### src/rtl/reg_file_scoreboard_if.sv
// Register file / scoreboard bus.
// Groups the decode-side read/issue signals and the writeback-side write
// signals that connect the pipeline to reg_file_scoreboard.
//   master : pipeline side (decode + writeback), drives indices/data/enables
//   slave  : register file side, returns read data, stall and busy bits
interface reg_file_scoreboard_if #(
    parameter int DATA_W = 16,
    parameter int NREG   = 16,
    parameter int ADDR_W = 4
);
    logic [ADDR_W-1:0] src_reg1;
    logic [ADDR_W-1:0] src_reg2;
    logic [DATA_W-1:0] src_data1;
    logic [DATA_W-1:0] src_data2;
    logic              write_en;
    logic [ADDR_W-1:0] dst_reg;
    logic [DATA_W-1:0] dst_data;
    logic              issue_en;
    logic [ADDR_W-1:0] issue_reg;
    logic              src_use1;
    logic              src_use2;
    logic              stall;
    logic [NREG-1:0]   busy_vec;

    modport master (
        output src_reg1, src_reg2, write_en, dst_reg, dst_data,
               issue_en, issue_reg, src_use1, src_use2,
        input  src_data1, src_data2, stall, busy_vec
    );

    modport slave (
        input  src_reg1, src_reg2, write_en, dst_reg, dst_data,
               issue_en, issue_reg, src_use1, src_use2,
        output src_data1, src_data2, stall, busy_vec
    );
endinterface

### src/rtl/reg_file_scoreboard.sv
// reg_file_scoreboard
// 16 x 16-bit register file with two combinational read ports, one write
// port, write-through bypass, and a per-register busy scoreboard that
// raises a stall when decode would read an operand still in flight.
// R0 is hard-wired to zero and can never be marked busy.
// Ports:
//   clk  : system clock, all state updates on the rising edge
//   rst  : synchronous active-high reset (clears registers and busy bits)
//   bus  : reg_file_scoreboard_if.slave
//          read   : src_reg1/2 -> src_data1/2 (combinational)
//          write  : write_en, dst_reg, dst_data (also clears busy)
//          issue  : issue_en, issue_reg (sets busy unless stalled)
//          hazard : src_use1/2 -> stall (combinational), busy_vec (debug)
module reg_file_scoreboard #(
    parameter int DATA_W = 16,
    parameter int NREG   = 16,
    parameter int ADDR_W = 4
) (
    input  logic                   clk,
    input  logic                   rst,
    reg_file_scoreboard_if.slave   bus
);

    logic [DATA_W-1:0] regs_q [NREG];
    logic [NREG-1:0]   busy_q;
    logic [NREG-1:0]   busy_d;

    logic [DATA_W-1:0] rd_data1;
    logic [DATA_W-1:0] rd_data2;
    logic              wr_hit1;
    logic              wr_hit2;
    logic              haz1;
    logic              haz2;
    logic              stall;
    logic              wr_valid;

    // Writes to R0 are dropped, so treat them as no write at all.
    assign wr_valid = bus.write_en && (bus.dst_reg != '0);

    assign wr_hit1 = bus.write_en && (bus.dst_reg == bus.src_reg1);
    assign wr_hit2 = bus.write_en && (bus.dst_reg == bus.src_reg2);

    always_comb begin
        rd_data1 = regs_q[bus.src_reg1];
        if (bus.src_reg1 == '0) begin
            rd_data1 = '0;
        end else if (wr_hit1) begin
            rd_data1 = bus.dst_data;
        end
    end

    always_comb begin
        rd_data2 = regs_q[bus.src_reg2];
        if (bus.src_reg2 == '0) begin
            rd_data2 = '0;
        end else if (wr_hit2) begin
            rd_data2 = bus.dst_data;
        end
    end

    // A write landing this cycle resolves the hazard through the bypass.
    assign haz1  = (bus.src_reg1 != '0) && busy_q[bus.src_reg1] && !wr_hit1;
    assign haz2  = (bus.src_reg2 != '0) && busy_q[bus.src_reg2] && !wr_hit2;
    assign stall = (bus.src_use1 && haz1) || (bus.src_use2 && haz2);

    // Set beats clear: a freshly issued producer supersedes the one retiring.
    always_comb begin
        busy_d    = busy_q;
        busy_d[0] = 1'b0;
        for (int i = 1; i < NREG; i++) begin
            if (bus.issue_en && !stall && (bus.issue_reg == ADDR_W'(i))) begin
                busy_d[i] = 1'b1;
            end else if (bus.write_en && (bus.dst_reg == ADDR_W'(i))) begin
                busy_d[i] = 1'b0;
            end
        end
    end

    always_ff @(posedge clk) begin
        if (rst) begin
            busy_q <= '0;
            for (int i = 0; i < NREG; i++) begin
                regs_q[i] <= '0;
            end
        end else begin
            busy_q <= busy_d;
            if (wr_valid) begin
                regs_q[bus.dst_reg] <= bus.dst_data;
            end
        end
    end

    assign bus.src_data1 = rd_data1;
    assign bus.src_data2 = rd_data2;
    assign bus.stall     = stall;
    assign bus.busy_vec  = busy_q;

endmodule

### src/flat_wrapper.sv
// flat-port wrapper written by rule: the top's interface ports become plain ports
module reg_file_scoreboard_flat 
#(
    parameter int DATA_W = 16,
    parameter int NREG   = 16,
    parameter int ADDR_W = 4
)
  (clk, rst, bus_src_reg1, bus_src_reg2, bus_write_en, bus_dst_reg, bus_dst_data, bus_issue_en, bus_issue_reg, bus_src_use1, bus_src_use2, bus_src_data1, bus_src_data2, bus_stall, bus_busy_vec);
  reg_file_scoreboard_if #(.DATA_W(DATA_W), .NREG(NREG), .ADDR_W(ADDR_W)) bus_i ();
  input  logic clk;
  input  logic rst;
  input wire logic [$bits(bus_i.src_reg1)-1:0] bus_src_reg1;
  input wire logic [$bits(bus_i.src_reg2)-1:0] bus_src_reg2;
  input wire logic [$bits(bus_i.write_en)-1:0] bus_write_en;
  input wire logic [$bits(bus_i.dst_reg)-1:0] bus_dst_reg;
  input wire logic [$bits(bus_i.dst_data)-1:0] bus_dst_data;
  input wire logic [$bits(bus_i.issue_en)-1:0] bus_issue_en;
  input wire logic [$bits(bus_i.issue_reg)-1:0] bus_issue_reg;
  input wire logic [$bits(bus_i.src_use1)-1:0] bus_src_use1;
  input wire logic [$bits(bus_i.src_use2)-1:0] bus_src_use2;
  output wire logic [$bits(bus_i.src_data1)-1:0] bus_src_data1;
  output wire logic [$bits(bus_i.src_data2)-1:0] bus_src_data2;
  output wire logic [$bits(bus_i.stall)-1:0] bus_stall;
  output wire logic [$bits(bus_i.busy_vec)-1:0] bus_busy_vec;
  assign bus_i.src_reg1 = bus_src_reg1;
  assign bus_i.src_reg2 = bus_src_reg2;
  assign bus_i.write_en = bus_write_en;
  assign bus_i.dst_reg = bus_dst_reg;
  assign bus_i.dst_data = bus_dst_data;
  assign bus_i.issue_en = bus_issue_en;
  assign bus_i.issue_reg = bus_issue_reg;
  assign bus_i.src_use1 = bus_src_use1;
  assign bus_i.src_use2 = bus_src_use2;
  assign bus_src_data1 = bus_i.src_data1;
  assign bus_src_data2 = bus_i.src_data2;
  assign bus_stall = bus_i.stall;
  assign bus_busy_vec = bus_i.busy_vec;
  reg_file_scoreboard #(.DATA_W(DATA_W), .NREG(NREG), .ADDR_W(ADDR_W)) u_core (.clk(clk), .rst(rst), .bus(bus_i));
endmodule
### config.mk
export PLATFORM = sky130hd
export DESIGN_NAME = reg_file_scoreboard_flat
export DESIGN_NICKNAME = d
export VERILOG_FILES = /design/src/rtl/reg_file_scoreboard_if.sv /design/src/rtl/reg_file_scoreboard.sv /design/src/flat_wrapper.sv
export SDC_FILE = /design/constraint.sdc
export NUM_CORES = 1
export LEC_CHECK = 0
export BUFFER_PORTS_ARGS = -buffer_cell sky130_fd_sc_hd__buf_2
export CAP_MARGIN = 20
export CORE_ASPECT_RATIO = 0.8
export CORE_MARGIN = 8
export CORE_UTILIZATION = 62
export CTS_BUF_LIST = sky130_fd_sc_hd__clkbuf_4 sky130_fd_sc_hd__clkbuf_8 sky130_fd_sc_hd__clkbuf_16
export DETAILED_ROUTE_END_ITERATION = 7
export GPL_ROUTABILITY_DRIVEN = 0
export HOLD_SLACK_MARGIN = 0.15
export MAX_ROUTING_LAYER = met4
export PLACE_DENSITY = 0.81
export SYNTH_ARGS = -nofsm -noshare
export SYNTH_HDL_FRONTEND = slang
export SYNTH_SLANG_ARGS = --single-unit
### constraint.sdc
create_clock -name clk -period 3.8 [get_ports clk]
set_input_delay 0.76 -clock clk [delete_from_list [all_inputs] [get_ports clk]]
set_output_delay 0.76 -clock clk [all_outputs]
set_load 0.005 [all_outputs]
# --- Word level (Yosys, flattened, before mapping) ---
# Memory sizes are Yosys's and may differ from the RTL's.
# Cells that the tools add are included.
word_totals:
  mem_count: 1
  ram_bits: 256
  wordCells: 162
  ff_bits: 16
memory_table:
  columns: ["memory", "depth", "width", "rd", "rd_ports_with_merged_regs", "wr", "line", "rtl"]
  rows:
  - ["u_core.regs_q", 16, 16, 2, 0, 16, "reg_file_scoreboard.sv:24", "logic [DATA_W-1:0] regs_q [NREG];"]
op_classes:
  magnitude_cmp: 2
  n_mux: 46
  eq_ne: 32
  reduce_logical: 65
op_table:
  columns: ["cell", "n"]
  rows:
  - ["two-way mux 16 bit", 5]
  - ["equality test 4 bit (second input constant)", 16]
  - ["logical AND 1 bit", 40]
  - ["two-way mux 1 bit", 38]
  - ["equality test 4 x 3 -> 1 bit (second input constant)", 8]
  - ["nonzero test 2 bit", 15]
  - ["equality test 4 x 2 -> 1 bit (second input constant)", 4]
  - ["OR reduction 16 bit", 1]
  - ["nonzero test 4 bit", 3]
  - ["< comparator 4 x 5 -> 1 bit (second input constant)", 2]
  - ["binary-select mux 1 bit (select 4 bit)", 2]
  - ["equality test 4 x 1 -> 1 bit (second input constant)", 2]
  - ["equality test 4 bit", 2]
  - ["logical NOT 4 bit", 2]
  - ["two-way mux 4 bit", 1]
  - ["logical NOT 1 bit", 3]
  - ["logical OR 1 bit", 1]

# --- Logic depth before layout (Yosys ltp) ---
logic_depth:
  word_depth: 10
  ltp_mapped: 9
  ltp_nobuf: 5

# --- Worst setup path before layout ---
# OpenSTA, ideal clock, no wires.
synth_path:
  path_kind: "input-to-output"
  start: "in bus_src_reg1[1]"
  end: "out bus_src_data1[10]"
  arrival_time_ps: 2481
  path_buffers: 3
  path_slack_ps: 559
  stages: 7
  cell_sequence: "buf_2 > buf_2 > clkbuf_1 > mux4_2 > mux4_2 > mux2i_1 > nor2_1"
synth_between:
  elab_chain_cells: 4
synth_lines:
  columns: ["element", "line", "rtl"]
  rows:
  - ["start, declared", "flat_wrapper.sv:12", "input wire logic [$bits(bus_i.src_reg1)-1:0] bus_src_reg1;"]
  - ["branches (longest 3 deep; another with memory (16 x 16 bit))", null, null]
  - ["two-way mux 16 bit (*)", "reg_file_scoreboard.sv:45", "if (bus.src_reg1 == '0) begin"]
  - ["end, declared", "flat_wrapper.sv:21", "output wire logic [$bits(bus_i.src_data1)-1:0] bus_src_data1;"]
# Every way passes the cells marked *.

# --- Worst setup path in the final report ---
layout_path:
  start: "in bus_src_reg2[0]"
  end: "out bus_src_data2[10]"
layout_between:
  elab_chain_cells: 4
layout_lines:
  columns: ["element", "line", "rtl"]
  rows:
  - ["start, declared", "flat_wrapper.sv:13", "input wire logic [$bits(bus_i.src_reg2)-1:0] bus_src_reg2;"]
  - ["branches (longest 3 deep; another with memory (16 x 16 bit))", null, null]
  - ["two-way mux 16 bit (*)", "reg_file_scoreboard.sv:54", "if (bus.src_reg2 == '0) begin"]
  - ["end, declared", "flat_wrapper.sv:22", "output wire logic [$bits(bus_i.src_data2)-1:0] bus_src_data2;"]
# Marks and branches as above.

==> PnR_summary.wiki <==
{| class="wikitable"
! Metric !! Value
|-
| Status || complete, no violations
|-
| Number of instances in the placed design || 1354
|-
| Met1 Use GR || 37.9%
|-
| Largest net degree at the start of global routing || 43
|-
| Detailed router's first-iteration violation count || 1439
|-
| Static Leak || 6.23 nW
|-
| Placeable Area || 0.0241 mm2
|-
| Met3 Usage GRT || 9.11%
|-
| Syn Inst Count || 978
|-
| Data arrival time of the worst path || 2890 ps
|-
| Net total in the final layout || 1105
|-
| Power Dens Cells || 439 mW/mm2
|-
| Clk root buf || sky130_fd_sc_hd__clkbuf_16
|-
| Wire length of the first global-routing pass || 63700 um
|-
| Latest clock arrival within the worst-skew pair || 550 ps
|-
| Clock tree from TritonCTS || yes
|-
| FILL cells || 1489
|-
| Max capacitance violation total || 0
|-
| Layout overhead on the synthesized area || 13.1%
|-
| Launching element type of the critical path || input port
|-
| TritonCTS Buffers || 29
|-
| Fmax achieved || 274 MHz
|-
| Sinks on the clock net || 271
|-
| Minimum period implied by the final worst setup slack || 3650 ps
|-
| Initial standard-cell utilization of the core || 62.3%
|-
| Wire length per cell after detailed routing || 30.6 um
|-
| Count of hold-fix buffers inserted at cts || 0
|-
| IR drop worst, VDD || 389 uV
|-
| Summed instance area of the synthesized netlist || 0.0150 mm2
|-
| Total via count after detailed routing || 9792
|-
| Class of the most critical setup path || in2out
|-
| # IOs || 87
|-
| Clk buf depth || 3
|-
| Synth top area share || 51.3%
|-
| Yosys Warn Count || 0
|-
| Pre-antenna DRT Iters || 5
|-
| Half-perimeter wire length after placement || 26300 um
|-
| Grt peak-use layer || met2
|-
| GRT Total Usage || 30.3%
|-
| Final period util || 96.0%
|-
| Seq/Total Area, Yosys || 53.3%
|-
| Horizontal die dimension || 190 um
|-
| Rows || 51
|-
| Port Buffer Count || 85
|-
| Cells taking the most area after synthesis || sky130_fd_sc_hd__edfxtp_1, sky130_fd_sc_hd__mux4_2, sky130_fd_sc_hd__and2_1
|-
| WP data required || 3040 ps
|-
| H-Tree Depth || 1
|-
| Number of synthesized flops with an enable pin || 256
|-
| Final Routed Wirelength || 43200 um
|-
| Unrepaired setup endpoints after global routing || no
|-
| Relative max-transition margin || 45.6%
|-
| Final setup violation count || 0
|-
| Accumulated negative setup slack || 0 ps
|-
| Share of cells above drive strength 1 || 33.4%
|-
| Synth Area per Inst || 15.3 um2
|-
| Detailed-route DRC error count || 0
|-
| Post-synth ARST share || 0%
|-
| Predominant post-synthesis flop cell || sky130_fd_sc_hd__edfxtp_1
|-
| Actual transition at the worst max-transition pin || 816 ps
|-
| Fraction of met2 tracks used by global routing || 46.0%
|-
| Hold violation total from the final report || 0
|-
| Residual overflow from global routing || 0
|-
| Type of the most critical hold path || reg2reg
|-
| Top fanout value on the critical path || 22
|-
| Via count of the first global-routing pass || 9917
|-
| R2r setup slk || 1750 ps
|-
| Post-synth top area cell || sky130_fd_sc_hd__edfxtp_1
|-
| Post-route non-filler standard cell count || 1409
|-
| Clock transition time at the flip-flop clock pins of the worst setup and hold paths || 60 ps
|-
| Number of vias per cell || 6.95
|-
| Number of distinct library cells after synthesis || 48
|-
| Post-route clock skew || 2.01 ps
|-
| Height of the die || 155 um
|-
| Antenna-violating nets left || 0
|-
| Synthesis-stage register bit count || 271
|-
| Total count of max-transition violations in the final report || 0
|-
| Initial antenna violation count || 1
|-
| Endpoint class of the critical path || output pin
|-
| Die Area || 0.0294 mm2
|}
-- metrics by stage --
stage	setup slack (ps)	utilization, %	hold WS [ps]	power [mW]	instance area (um2)
after floorplan	559	-	470	4.19	15000
after global placement	138	66.3	481	4.54	16000
after detailed placement	93.0	66.3	481	4.57	16000
after CTS	39.5	70.4	495	7.43	16900
after global routing	106	70.4	507	7.60	16900
final	153	70.4	494	7.44	16900
-- layout make-up --
cell class	instances	area, um2	share of cell area (%)
inverters	10	37.5	0.222
diodes	1	2.50	0.0148
multi-input cells	625	6630	39.2
clock buffers	34	763	4.51
repair buffers	130	902	5.33
well taps	318	398	2.35
flip-flops and latches	271	7990	47.2
clock inverters	20	215	1.27
-- kinds of logic (layout without fill, tap and decap cells) --
group / count (synthesis) / count (layout) / share of synthesized area (%)
AO/OA/AOI/OAI: 41 / 41 / 2.09
XOR/XNOR: 8 / 8 / 0.468
buffers and inverters: 98 / 194 / 3.04
flip-flops: 271 / 271 / 53.3
multiplexers: 202 / 202 / 27.2
other: 1 / 18 / 0.0250
AND/OR/NAND/NOR: 357 / 357 / 13.9
-- where the power goes --
part / switching [mW] / internal, mW / total (mW)
Sequential: 0.0953 / 3.44 / 3.54
Clock: 1.20 / 1.71 / 2.91
Combinational: 0.515 / 0.478 / 0.993
Total: 1.81 / 5.63 / 7.44
-- worst max-delay path: stages --
cell and delay, ps:
sky130_fd_sc_hd__buf_6 320, sky130_fd_sc_hd__buf_12 230, sky130_fd_sc_hd__mux4_2 510, sky130_fd_sc_hd__mux4_2 480
sky130_fd_sc_hd__mux2i_1 320, sky130_fd_sc_hd__nor2_1 90, sky130_fd_sc_hd__buf_2 150
-- synth_stat cells (2+ instances only) --
master,count
sky130_fd_sc_hd__dfxtp_1,15
sky130_fd_sc_hd__or3_1,2
sky130_fd_sc_hd__nor2_1,49
sky130_fd_sc_hd__buf_2,28
sky130_fd_sc_hd__nand2b_1,7
sky130_fd_sc_hd__buf_6,3
sky130_fd_sc_hd__o31ai_1,7
sky130_fd_sc_hd__nor4_2,2
sky130_fd_sc_hd__xnor2_1,2
sky130_fd_sc_hd__buf_4,2
sky130_fd_sc_hd__o32ai_1,3
sky130_fd_sc_hd__mux2i_1,34
sky130_fd_sc_hd__mux2_2,4
sky130_fd_sc_hd__xor2_1,6
sky130_fd_sc_hd__a41o_1,2
sky130_fd_sc_hd__buf_8,2
sky130_fd_sc_hd__nand2_1,15
sky130_fd_sc_hd__o22ai_1,4
sky130_fd_sc_hd__a311o_1,2
sky130_fd_sc_hd__nor2b_1,16
sky130_fd_sc_hd__nor3_1,5
sky130_fd_sc_hd__a31o_2,4
sky130_fd_sc_hd__nand3b_1,3
sky130_fd_sc_hd__edfxtp_1,256
sky130_fd_sc_hd__clkbuf_1,47
sky130_fd_sc_hd__inv_1,9
sky130_fd_sc_hd__buf_1,6
sky130_fd_sc_hd__o21ai_0,10
sky130_fd_sc_hd__mux4_2,162
sky130_fd_sc_hd__nand3_1,6
sky130_fd_sc_hd__or2_2,9
sky130_fd_sc_hd__and2_1,240
-- flip-flops by register name (all words and copies together), names as in the netlist --
name / count
u_core.bus.busy_vec: 15
u_core.regs_q: 256
-- routing by layer --
layer	vias to the layer above	wire (um)	part of all wire [%]
li1	3945	-	-
met1	4864	15100	35
met2	823	20200	47
met3	160	5870	14
met4	0	2000	4.6
met5	-	0	0
-- placed cells by master (no fill, tap or decap), types with 2 or more instances in the layout --
cell                          n
sky130_fd_sc_hd__a311o_1      2
sky130_fd_sc_hd__a31o_2       4
sky130_fd_sc_hd__a41o_1       2
sky130_fd_sc_hd__and2_1     240
sky130_fd_sc_hd__buf_12      10
sky130_fd_sc_hd__buf_2       81
sky130_fd_sc_hd__buf_4       38
sky130_fd_sc_hd__bufinv_16    4
sky130_fd_sc_hd__clkbuf_16   29
sky130_fd_sc_hd__clkbuf_4     5
sky130_fd_sc_hd__clkinv_1     7
sky130_fd_sc_hd__clkinv_2     5
sky130_fd_sc_hd__conb_1      17
sky130_fd_sc_hd__dfxtp_1     15
sky130_fd_sc_hd__edfxtp_1   256
sky130_fd_sc_hd__inv_1        9
sky130_fd_sc_hd__mux2_2       4
sky130_fd_sc_hd__mux2i_1     34
sky130_fd_sc_hd__mux4_2     162
sky130_fd_sc_hd__nand2_1     15
sky130_fd_sc_hd__nand2b_1     7
sky130_fd_sc_hd__nand3_1      6
sky130_fd_sc_hd__nand3b_1     3
sky130_fd_sc_hd__nor2_1      49
sky130_fd_sc_hd__nor2b_1     16
sky130_fd_sc_hd__nor3_1       2
sky130_fd_sc_hd__nor3_2       3
sky130_fd_sc_hd__nor4_4       2
sky130_fd_sc_hd__o21ai_0     10
sky130_fd_sc_hd__o22ai_1      4
sky130_fd_sc_hd__o31ai_1      7
sky130_fd_sc_hd__o32ai_1      3
sky130_fd_sc_hd__or2_2        9
sky130_fd_sc_hd__or3_1        2
sky130_fd_sc_hd__xnor2_1      2
sky130_fd_sc_hd__xor2_1       6
-- final timing paths --
| path | from | endpoint | depth (start not counted) |
|---|---|---|---|
| worst max-delay path | bus_src_reg2[0] | bus_src_data2[10] | 7 |
| worst min-delay path | u_core.bus.busy_vec[4]$_SDFFE_PP0P_ | u_core.bus.busy_vec[4]$_SDFFE_PP0P_ | 2 |
| worst max register to register | u_core.bus.busy_vec[11]$_SDFFE_PP0P_ | u_core.bus.busy_vec[11]$_SDFFE_PP0P_ | 6 |
| worst min register to register | u_core.bus.busy_vec[4]$_SDFFE_PP0P_ | u_core.bus.busy_vec[4]$_SDFFE_PP0P_ | 2 |
-- repair_timing --
item | in CTS | in global routing
endpoints found under the setup margin | 0 | 5
buffers inserted | 0 | 0
gates resized for setup | 0 | 1
Power figures use the tool's default switching activity.
